===== src/rtl/alu_mem_unit_pkg.sv =====
// ----------------------------------------------------------------------------
// alu_mem_unit_pkg
// Shared definitions for the execution-side datapath block of the RV32I core:
//   - Wishbone bus widths used by alu_mem_unit_if and the memory.
//   - ALU funct3 encodings (ALU_*) and branch funct3 encodings (BR_*).
// ----------------------------------------------------------------------------
package alu_mem_unit_pkg;

   localparam int WB_AW = 32;
   localparam int WB_DW = 32;
   localparam int WB_SW = WB_DW / 8;

   // ALU funct3
   localparam logic [2:0] ALU_ADD  = 3'b000;
   localparam logic [2:0] ALU_SLL  = 3'b001;
   localparam logic [2:0] ALU_SLT  = 3'b010;
   localparam logic [2:0] ALU_SLTU = 3'b011;
   localparam logic [2:0] ALU_XOR  = 3'b100;
   localparam logic [2:0] ALU_SR   = 3'b101;
   localparam logic [2:0] ALU_OR   = 3'b110;
   localparam logic [2:0] ALU_AND  = 3'b111;

   // Branch funct3 (010 and 011 are unused encodings)
   localparam logic [2:0] BR_EQ  = 3'b000;
   localparam logic [2:0] BR_NE  = 3'b001;
   localparam logic [2:0] BR_LT  = 3'b100;
   localparam logic [2:0] BR_GE  = 3'b101;
   localparam logic [2:0] BR_LTU = 3'b110;
   localparam logic [2:0] BR_GEU = 3'b111;

endpackage


===== src/rtl/alu_mem_unit_if.sv =====
// ----------------------------------------------------------------------------
// alu_mem_unit_if
// Wishbone-style single-port memory bus between the core and alu_mem_unit.
//   master (core)  : drives i_wb_stb/we/addr/data/sel, receives o_wb_*.
//   slave  (memory): receives i_wb_*, drives o_wb_data/ack/stall.
// Signal names keep the i_/o_ prefixes as seen from the memory side.
// ----------------------------------------------------------------------------
interface alu_mem_unit_if;
   import alu_mem_unit_pkg::*;

   logic             i_wb_stb;
   logic             i_wb_we;
   logic [WB_AW-1:0] i_wb_addr;
   logic [WB_DW-1:0] i_wb_data;
   logic [WB_SW-1:0] i_wb_sel;
   logic [WB_DW-1:0] o_wb_data;
   logic             o_wb_ack;
   logic             o_wb_stall;

   modport master (
      output i_wb_stb, i_wb_we, i_wb_addr, i_wb_data, i_wb_sel,
      input  o_wb_data, o_wb_ack, o_wb_stall
   );

   modport slave (
      input  i_wb_stb, i_wb_we, i_wb_addr, i_wb_data, i_wb_sel,
      output o_wb_data, o_wb_ack, o_wb_stall
   );

endinterface


===== src/rtl/alu_mem_unit_rv_alu.sv =====
// ----------------------------------------------------------------------------
// rv_alu
// Combinational RV32I integer ALU plus branch comparator.
//   a_i, b_i          : operands (rs1, rs2 or immediate)
//   op_i              : ALU funct3
//   sub_i             : subtract for ALU_ADD
//   arith_shift_i     : arithmetic right shift for ALU_SR
//   branch_op_i       : branch funct3, evaluated independently of op_i
//   y_o               : ALU result
//   will_branch_o     : branch condition true
// ----------------------------------------------------------------------------
module rv_alu
   import alu_mem_unit_pkg::*;
(
   input  logic [31:0] a_i,
   input  logic [31:0] b_i,
   input  logic [2:0]  op_i,
   input  logic        sub_i,
   input  logic        arith_shift_i,
   input  logic [2:0]  branch_op_i,
   output logic [31:0] y_o,
   output logic        will_branch_o
);

   logic [4:0] shamt;
   logic       lt_s;
   logic       lt_u;
   logic       eq;

   assign shamt = b_i[4:0];
   assign lt_s  = $signed(a_i) < $signed(b_i);
   assign lt_u  = a_i < b_i;
   assign eq    = a_i == b_i;

   always_comb begin
      y_o = '0;
      case (op_i)
         ALU_ADD:  y_o = sub_i ? (a_i - b_i) : (a_i + b_i);
         ALU_SLL:  y_o = a_i << shamt;
         ALU_SLT:  y_o = {31'b0, lt_s};
         ALU_SLTU: y_o = {31'b0, lt_u};
         ALU_XOR:  y_o = a_i ^ b_i;
         ALU_SR:   y_o = arith_shift_i ? 32'($signed(a_i) >>> shamt) : (a_i >> shamt);
         ALU_OR:   y_o = a_i | b_i;
         ALU_AND:  y_o = a_i & b_i;
         default:  y_o = '0;
      endcase
   end

   always_comb begin
      will_branch_o = 1'b0;
      case (branch_op_i)
         BR_EQ:   will_branch_o = eq;
         BR_NE:   will_branch_o = ~eq;
         BR_LT:   will_branch_o = lt_s;
         BR_GE:   will_branch_o = ~lt_s;
         BR_LTU:  will_branch_o = lt_u;
         BR_GEU:  will_branch_o = ~lt_u;
         default: will_branch_o = 1'b0;
      endcase
   end

endmodule


===== src/rtl/alu_mem_unit.sv =====
// ----------------------------------------------------------------------------
// alu_mem_unit
// Execution-side datapath block of the multi-cycle RV32I core:
//   - rv_alu: combinational ALU + branch comparator (i_alu_* / o_alu_*).
//   - single-port word memory on a Wishbone-style bus (wb, slave modport),
//     used as the register file or a small RAM. Every strobe is accepted,
//     ack follows one cycle later, read data is registered with the ack.
// Ports: i_clk, i_reset (synchronous, active-high), wb, ALU operands/results.
// MEM_FILE and MEM_DUMP_SIZE are kept for build compatibility; initial
// contents and dumps are handled by the simulation harness.
// ----------------------------------------------------------------------------
module alu_mem_unit
   import alu_mem_unit_pkg::*;
#(
   parameter int MEM_SIZE      = 32,
   parameter int MEM_DUMP_SIZE = 32,
   parameter     MEM_FILE      = "reg_file.txt",
   parameter bit HARDWIRE_X0   = 1'b1,
   parameter bit BYTE_ADDR     = 1'b0
)(
   input  logic               i_clk,
   input  logic               i_reset,
   alu_mem_unit_if.slave      wb,
   input  logic [31:0]        i_alu_a,
   input  logic [31:0]        i_alu_b,
   input  logic [2:0]         i_alu_op,
   input  logic               i_alu_sub,
   input  logic               i_alu_arith_shift,
   input  logic [2:0]         i_alu_branch_op,
   output logic [31:0]        o_alu_y,
   output logic               o_alu_will_branch
);

   localparam int IDX_W = (MEM_SIZE > 1) ? $clog2(MEM_SIZE) : 1;

   logic [WB_DW-1:0] mem_q [MEM_SIZE];
   logic [WB_DW-1:0] rdata_q;
   logic             ack_q;
   logic             ack_d;

   logic [31:0]      word_addr;
   logic [IDX_W-1:0] idx;
   logic             idx_is_x0;
   logic             accept;
   logic             wr_en;
   logic [WB_SW-1:0] lane_we;

   // Out-of-range addresses wrap modulo MEM_SIZE.
   assign word_addr = BYTE_ADDR ? {2'b00, wb.i_wb_addr[31:2]} : wb.i_wb_addr;
   assign idx       = IDX_W'(word_addr % 32'(MEM_SIZE));
   assign idx_is_x0 = HARDWIRE_X0 && (idx == '0);

   assign accept = wb.i_wb_stb & ~i_reset;
   // Writes to x0 still complete on the bus but never reach the array.
   assign wr_en  = accept & wb.i_wb_we & ~idx_is_x0;
   assign ack_d  = wb.i_wb_stb;

   genvar gi;
   for (gi = 0; gi < WB_SW; gi++) begin : g_lane
      assign lane_we[gi] = wr_en & wb.i_wb_sel[gi];
   end

   always_ff @(posedge i_clk) begin
      for (int b = 0; b < WB_SW; b++) begin
         if (lane_we[b]) begin
            mem_q[idx][8*b +: 8] <= wb.i_wb_data[8*b +: 8];
         end
      end
   end

   // Read register only updates on reads, so o_wb_data holds across writes.
   always_ff @(posedge i_clk) begin
      if (i_reset) begin
         ack_q   <= 1'b0;
         rdata_q <= '0;
      end else begin
         ack_q <= ack_d;
         if (wb.i_wb_stb && !wb.i_wb_we) begin
            rdata_q <= idx_is_x0 ? '0 : mem_q[idx];
         end
      end
   end

   // Gating with i_reset cancels an ack that is already registered when reset
   // arrives, and forces outputs to zero for every cycle reset is high.
   assign wb.o_wb_ack   = ack_q & ~i_reset;
   assign wb.o_wb_data  = i_reset ? '0 : rdata_q;
   assign wb.o_wb_stall = 1'b0;

   rv_alu u_alu (
      .a_i           (i_alu_a),
      .b_i           (i_alu_b),
      .op_i          (i_alu_op),
      .sub_i         (i_alu_sub),
      .arith_shift_i (i_alu_arith_shift),
      .branch_op_i   (i_alu_branch_op),
      .y_o           (o_alu_y),
      .will_branch_o (o_alu_will_branch)
   );

endmodule


===== src/flat_wrapper.sv =====
// flat-port wrapper written by rule: the top's interface ports become plain ports
module alu_mem_unit_flat import alu_mem_unit_pkg::*;
#(
   parameter int MEM_SIZE      = 32,
   parameter int MEM_DUMP_SIZE = 32,
   parameter     MEM_FILE      = "            ",
   parameter bit HARDWIRE_X0   = 1'b1,
   parameter bit BYTE_ADDR     = 1'b0
)
  (i_clk, i_reset, i_alu_a, i_alu_b, i_alu_op, i_alu_sub, i_alu_arith_shift, i_alu_branch_op, o_alu_y, o_alu_will_branch, wb_i_wb_stb, wb_i_wb_we, wb_i_wb_addr, wb_i_wb_data, wb_i_wb_sel, wb_o_wb_data, wb_o_wb_ack, wb_o_wb_stall);
  alu_mem_unit_if wb_i ();
  input  logic i_clk;
  input  logic i_reset;
  input  logic [31:0] i_alu_a;
  input  logic [31:0] i_alu_b;
  input  logic [2:0] i_alu_op;
  input  logic i_alu_sub;
  input  logic i_alu_arith_shift;
  input  logic [2:0] i_alu_branch_op;
  output logic [31:0] o_alu_y;
  output logic o_alu_will_branch;
  input wire logic [$bits(wb_i.i_wb_stb)-1:0] wb_i_wb_stb;
  input wire logic [$bits(wb_i.i_wb_we)-1:0] wb_i_wb_we;
  input wire logic [$bits(wb_i.i_wb_addr)-1:0] wb_i_wb_addr;
  input wire logic [$bits(wb_i.i_wb_data)-1:0] wb_i_wb_data;
  input wire logic [$bits(wb_i.i_wb_sel)-1:0] wb_i_wb_sel;
  output wire logic [$bits(wb_i.o_wb_data)-1:0] wb_o_wb_data;
  output wire logic [$bits(wb_i.o_wb_ack)-1:0] wb_o_wb_ack;
  output wire logic [$bits(wb_i.o_wb_stall)-1:0] wb_o_wb_stall;
  assign wb_i.i_wb_stb = wb_i_wb_stb;
  assign wb_i.i_wb_we = wb_i_wb_we;
  assign wb_i.i_wb_addr = wb_i_wb_addr;
  assign wb_i.i_wb_data = wb_i_wb_data;
  assign wb_i.i_wb_sel = wb_i_wb_sel;
  assign wb_o_wb_data = wb_i.o_wb_data;
  assign wb_o_wb_ack = wb_i.o_wb_ack;
  assign wb_o_wb_stall = wb_i.o_wb_stall;
  alu_mem_unit #(.MEM_SIZE(MEM_SIZE), .MEM_DUMP_SIZE(MEM_DUMP_SIZE), .MEM_FILE(MEM_FILE), .HARDWIRE_X0(HARDWIRE_X0), .BYTE_ADDR(BYTE_ADDR)) u_core (.i_clk(i_clk), .i_reset(i_reset), .wb(wb_i), .i_alu_a(i_alu_a), .i_alu_b(i_alu_b), .i_alu_op(i_alu_op), .i_alu_sub(i_alu_sub), .i_alu_arith_shift(i_alu_arith_shift), .i_alu_branch_op(i_alu_branch_op), .o_alu_y(o_alu_y), .o_alu_will_branch(o_alu_will_branch));
endmodule

===== config.mk =====
export PLATFORM = sky130hd
export DESIGN_NAME = alu_mem_unit_flat
export DESIGN_NICKNAME = d
export VERILOG_FILES = /design/src/rtl/alu_mem_unit_pkg.sv /design/src/rtl/alu_mem_unit_if.sv /design/src/rtl/alu_mem_unit_rv_alu.sv /design/src/rtl/alu_mem_unit.sv /design/src/flat_wrapper.sv
export SDC_FILE = /design/constraint.sdc
export NUM_CORES = 2
export LEC_CHECK = 0
export CORE_MARGIN = 2
export CORE_UTILIZATION = 30
export DETAILED_ROUTE_END_ITERATION = 8
export GPL_TIMING_DRIVEN = 0
export PLACE_DENSITY = 0.42
export SETUP_SLACK_MARGIN = 0.02
export SYNTH_ARGS = -nofsm -noshare
export SYNTH_HDL_FRONTEND = slang
export SYNTH_SLANG_ARGS = --single-unit

===== constraint.sdc =====
create_clock -name i_clk -period 6.92 [get_ports i_clk]
set_clock_uncertainty 0.15 [all_clocks]
set_input_delay 1.73 -clock i_clk [delete_from_list [all_inputs] [get_ports i_clk]]
set_output_delay 1.73 -clock i_clk [all_outputs]
set_load 0.01 [all_outputs]

# Word-level counts from Yosys, hierarchy flattened
# Memories as Yosys holds them, arrays and structs flattened.
# Cells that the tools add are included.
[op_classes]
add_sub_neg = 2
mux = 14
magnitude_cmp = 2
n_reduce_logical = 5
bitwise = 16
n_eq_ne = 13
shifts = 3
[op_table]
columns = ["cell", "count"]
rows = [
  ["32-bit case mux with 8 select lines", 1],
  ["32-bit 2-to-1 mux", 4],
  ["32-bit < comparator", 2],
  ["32-bit adder", 1],
  ["32-bit AND", 1],
  ["32-bit == test", 1],
  ["32-bit OR", 1],
  ["32-bit by 5-bit << shifter with 32-bit output", 1],
  ["32-bit by 5-bit >> shifter with 32-bit output", 1],
  ["32-bit by 5-bit >>> shifter with 32-bit output", 1],
  ["32-bit subtractor", 1],
  ["32-bit XOR", 1],
  ["3-bit == test (second input constant)", 8],
  ["1-bit AND", 8],
  ["1-bit 2-to-1 mux", 8],
  ["3-bit by 1-bit == test with 1-bit output (second input constant)", 2],
  ["3-bit by 2-bit == test with 1-bit output (second input constant)", 2],
  ["3-bit logical NOT", 2],
  ["1-bit case mux with 6 select lines", 1],
  ["5-bit logical NOT", 1],
  ["1-bit inverter", 5],
  ["1-bit logical AND", 1],
  ["1-bit logical NOT", 1],
]
[totals]
mem_bits_rw = 1024
reg_bits = 33
out_inout_bits = 67
inputBits = 144
n_memories = 1
[mem_list]
columns = ["name", "words", "word_bits", "rd", "rd_ports_with_merged_regs", "write_ports", "line", "text"]
rows = [
  ["u_core.mem_q", 32, 32, 1, 0, 1, "alu_mem_unit.sv:36", "logic [WB_DW-1:0] mem_q [MEM_SIZE];"],
]

# Depth between registers and ports, before layout
[logic_depth]
depth_word = 7
ltp_mapped = 14

# Cells and area by module
# Synthesis repeated with hierarchy kept, for this count alone.
[hier_totals]
cells_unflattened = 3630
hier_area_um2 = 49097.1
[modules_own_cells]
columns = ["module", "cells_per_inst", "n_inst", "seq_area_each_um2", "area_per_inst_um2"]
rows = [
  ["alu_mem_unit", 2331, 1, 31410.1, 40855.4],
  ["rv_alu", 1299, 1, 0.0, 8241.7],
]

# Worst setup path before layout
# OpenSTA, ideal clock, no wires.
[synth_timing]
path_type = "input-to-output"
start = "input i_alu_b[3]"
end = "output o_alu_y[27]"
setup_slack_ps = 234
t_arrival_ps = 4806
path_buffers = 4
required_time_ps = 5040
stages = 14
cell_sequence = "clkbuf_1 -> clkinv_1 -> clkbuf_1 -> clkbuf_1 -> ha_1 -> buf_2 -> o21ai_1 -> o21ai_0 -> or3b_4 -> a2111oi_4 -> o2111ai_2 -> a211oi_2 -> nor3_1 -> o31ai_2"
[synth_between]
elab_chain_len = 3
elab_cells_between_ends = 8
[synth_rtl]
columns = ["item", "line", "text"]
rows = [
  ["start, declared", "flat_wrapper.sv:15", "input logic [31:0] i_alu_b;"],
  ["32-bit adder (tied with other cells)", "alu_mem_unit_rv_alu.sv:38", "ALU_ADD: y_o = sub_i ? (a_i - b_i) : (a_i + b_i);"],
  ["32-bit 2-to-1 mux, on equally long branches", "alu_mem_unit_rv_alu.sv:38, alu_mem_unit_rv_alu.sv:43", ""],
  ["32-bit case mux with 8 select lines (*)", "alu_mem_unit_rv_alu.sv:37", "case (op_i)"],
  ["end, declared", "flat_wrapper.sv:20", "output logic [31:0] o_alu_y;"],
]
# Mark *: on every way between the ends. The rest lies on a longest branch, timed or not.

# Worst setup path after layout
[layout_timing]
start = "input i_alu_b[1]"
end = "output o_alu_y[27]"
# Same word-level chain as after synthesis.

==> results.md <==
- Crit. End Element: primary output
- Worst R2R Path Depth: 5
- Post-synth top area share: 62.5%
- Initial drt markers: 3501
- CTS Root Cell: clkbuf_16
- Maxcap violations: 0
- Clock transition at path regs: 0.06 ns
- P&R area growth vs syn: 19.7%
- Fmax achieved: 145 MHz
- Worst r2r src: u_core.mem_q[11][28]$_DFFE_PP_
- Die ar.: 167000 sq um
- Initial core utilization: 30.2%
- Min-Delay Endpoint: u_core.rdata_q[20]$_SDFFE_PP0P_
- Clock power frac: 40.1%
- Die W: 409 um
- Switching share of total power: 24.8%
- Synth Instances: 3198
- Synth unique cells: 83
- Tcrit/Tclk final: 100%
- Top_reg_cell synth: edfxtp_1
- Detailed Place HPWL: 137000 um
- Yosys warning count: 0
- Synth top cells by count: 1024 x edfxtp_1, 308 x mux4_2, 304 x nor2_1, 156 x nand2_1, 148 x o21ai_0
- Register area share after synthesis: 63.8%
- Num CTS Buffers: 111
- Total GRT Usage: 22.8%
- Number of global-route vias before repair: 32000
- Post-Route WL: 194000 um
- Hold_sp: u_core.rdata_q[20]$_SDFFE_PP0P_
- Port bufs: 175
- CTS sink cnt: 1057
- Post-synthesis simple-gate area fraction: 6.66%
- FF+latch count, synth: 1057
- Power Density: 252 nW/um^2
- Clock Tree Buf Depth: 3
- Post-synth EDFFs: 1024
- Max VDD drop: 0.207 mV
- RSZ-0062 raised after global routing: yes
- Synth Area in Adders: 2.55%
- Core region area: 163000 sq um
- Leakage power: 19.1 nW
- Rel. slew slack: 2.47%
- Hold/Removal Path Class: register to register
- Max Slew Vio Count: 0
- Xor/xnor cell area share of the yosys netlist: 0.374%
- Hold Vio Cnt, Final: 0
- Num rows: 148
- Routed Antenna Nets: 0
- Sequential power share: 47.7%
- Net Switching: 3.68 mW
- Setup violations, final: 0
- Core Util, Final: 36.2%
- Worst Path Arrival: 5.04 ns
- Final #Nets: 3820
- Dominant cell type by area after synthesis: edfxtp_1
- CTS tree: done
- Pre-antenna DRT Iters: 6
- First-pass GRT wire length: 266000 um
- Initial antenna violation count: 6
- Vias: 32100
- Post-synthesis cell area: 49200 sq um
- Hold path depth: 3
- Hold Buf Count CTS: 0
- Slew @ Worst Pin: 1.46 ns
- Startpoint types: input port
- Non-filler cells, final: 5845
- Largest net degree at the start of global routing: 33
- Hold WS: 0.422 ns
- Total global routing overflow: 0
- Reg2reg end: u_core.rdata_q[28]$_SDFFE_PP0P_
- Clock Latency Late Sink: 0.72 ns
- H-tree Lvls: 3
- Min Clock Period, post-route: 6.92 ns
- Comb pwr share: 12.3%
- Main combinational cell family by area after synthesis: multiplexers
- # placed instances: 5598
- Critical path class: input port to primary output
- Synth Area in Compound Gates: 8.28%
- Mux share of post-synthesis cell area: 15.6%
- CP Data Required Time: 5.04 ns
- # IOs: 211
- Fraction of layout cells with a size suffix above 1: 22.0%
- Drt wl/cell: 33.2 um
- Top-count cell post-synth: edfxtp_1
- Fillers: 15600
- CP max FO: 12
- Asr flop ratio synth: 0%
- Post-route DRC: 0
- Pint: 11.1 mW
- Largest cells by area after synthesis: edfxtp_1 62%, mux4_2 14%, ha_1 2.5%
- Final setup TNS: 0 ns
- GP Congestion: 0.948
- Outcome: completed
- Die Y: 409 um
- Total Power: 14.8 mW
- Synthesized area per cell: 15.4 sq um
- Vias per cell: 5.50
- R2r setup slk: 4.50 ns
==> power by group through the flow <==
stage,logic (mW),registers [mW],clock network (mW)
3_5_place_dp,1.69,7.20,0
5_1_grt,1.90,7.07,6.28
3_3_place_gp,1.70,7.20,0
4_1_cts,1.78,7.07,6.06
2_1_floorplan,0.873,7.20,0
6_report,1.82,7.07,5.94
==> registers in the layout (all words and copies together), names as in the netlist <==
signal	count
u_core.ack_q	1
u_core.mem_q	1024
u_core.rdata_q	32
==> critical path, stage by stage <==
cell       delay (ns)
buf_4            0.16
buf_12           0.13
buf_12           0.11
inv_6            0.07
buf_12           0.16
ha_4             0.30
a211oi_2         0.09
o21ai_1          0.15
or3b_4           0.44
a2111oi_4        0.44
o2111ai_2        0.22
buf_4            0.19
a211oi_4         0.26
nor3_2           0.09
o31ai_2          0.27
buf_2            0.19
==> how the worst max path moves through the flow <==
stage / start / end / cells past startpoint
6_report: i_alu_b[1] / o_alu_y[27] / 16
5_1_grt: i_alu_b[1] / o_alu_y[27] / 16
4_1_cts: i_alu_b[3] / o_alu_y[27] / 17
3_5_place_dp: i_alu_b[3] / o_alu_y[0] / 16
3_3_place_gp: i_alu_b[3] / o_alu_y[0] / 16
2_1_floorplan: i_alu_b[3] / o_alu_y[27] / 14
==> area by class of cell <==
cell class              instances  area [sq um]  share of cell area [%]
diodes                          1          2.50                 0.00425
multi-input cells            1850         17300                    29.4
clock inverters                46           500                   0.849
repair buffers                240          2280                    3.86
flip-flops and latches       1057         31400                    53.3
well taps                    2175          2720                    4.62
inverters                     104           419                   0.711
clock buffers                 159          3070                    5.21
plain buffers                 213          1170                    1.99
==> layout by cell type (no fill, tap or decap), types with 22 or more instances in the layout <==
master	n
clkbuf_1	149
o21ai_0	137
nor3_1	31
nor2b_1	51
a22oi_1	80
and3_1	36
nand2b_1	43
clkinv_2	22
buf_4	56
nor2_1	285
mux4_2	308
clkbuf_16	118
a22o_1	29
a221oi_1	37
conb_1	33
edfxtp_1	1024
nand2_1	156
clkdlybuf4s50_1	109
dfxtp_1	33
inv_1	98
ha_1	90
a21oi_1	88
buf_2	60
mux2i_1	55
clkbuf_2	27
==> kinds of logic (layout without fill, tap and decap cells) <==
group                      Yosys count  after routing
AOI/OAI and AO/OA                  604            604
xor gates and xnor gates            21             21
adders and majority gates           99             99
buffers and inverters              323            762
DFF                               1057           1057
muxes                              381            381
other                                1             34
and+or+nand+nor                    712            712
==> layer usage <==
metal	vias up	track usage, %	part of all wire, %	routed length [um]
met2	1352	37.8	48	93600
met3	337	2.99	5.7	11000
met1	17000	30.0	42	80700
met5	-	0	0.0072	14
met4	4	9.75	4.5	8820
li1	13400	-	-	-
==> metrics by stage <==
stage          cell area [sq um]  worst slack, ns
3_3_place_gp               53800            -2.53
3_5_place_dp               54100            -2.46
2_1_floorplan              49300            0.234
4_1_cts                    58700           0.0260
5_1_grt                    58900          -0.0399
6_report                   58900          0.00274
==> what timing repair did <==
item | CTS | global route
buffers inserted | 30 | 15
setup endpoints to repair | 33 | 29
gates resized for setup | 344 | 70
pin swaps | 44 | 27
No activity file was read; power rests on OpenSTA's default activity.
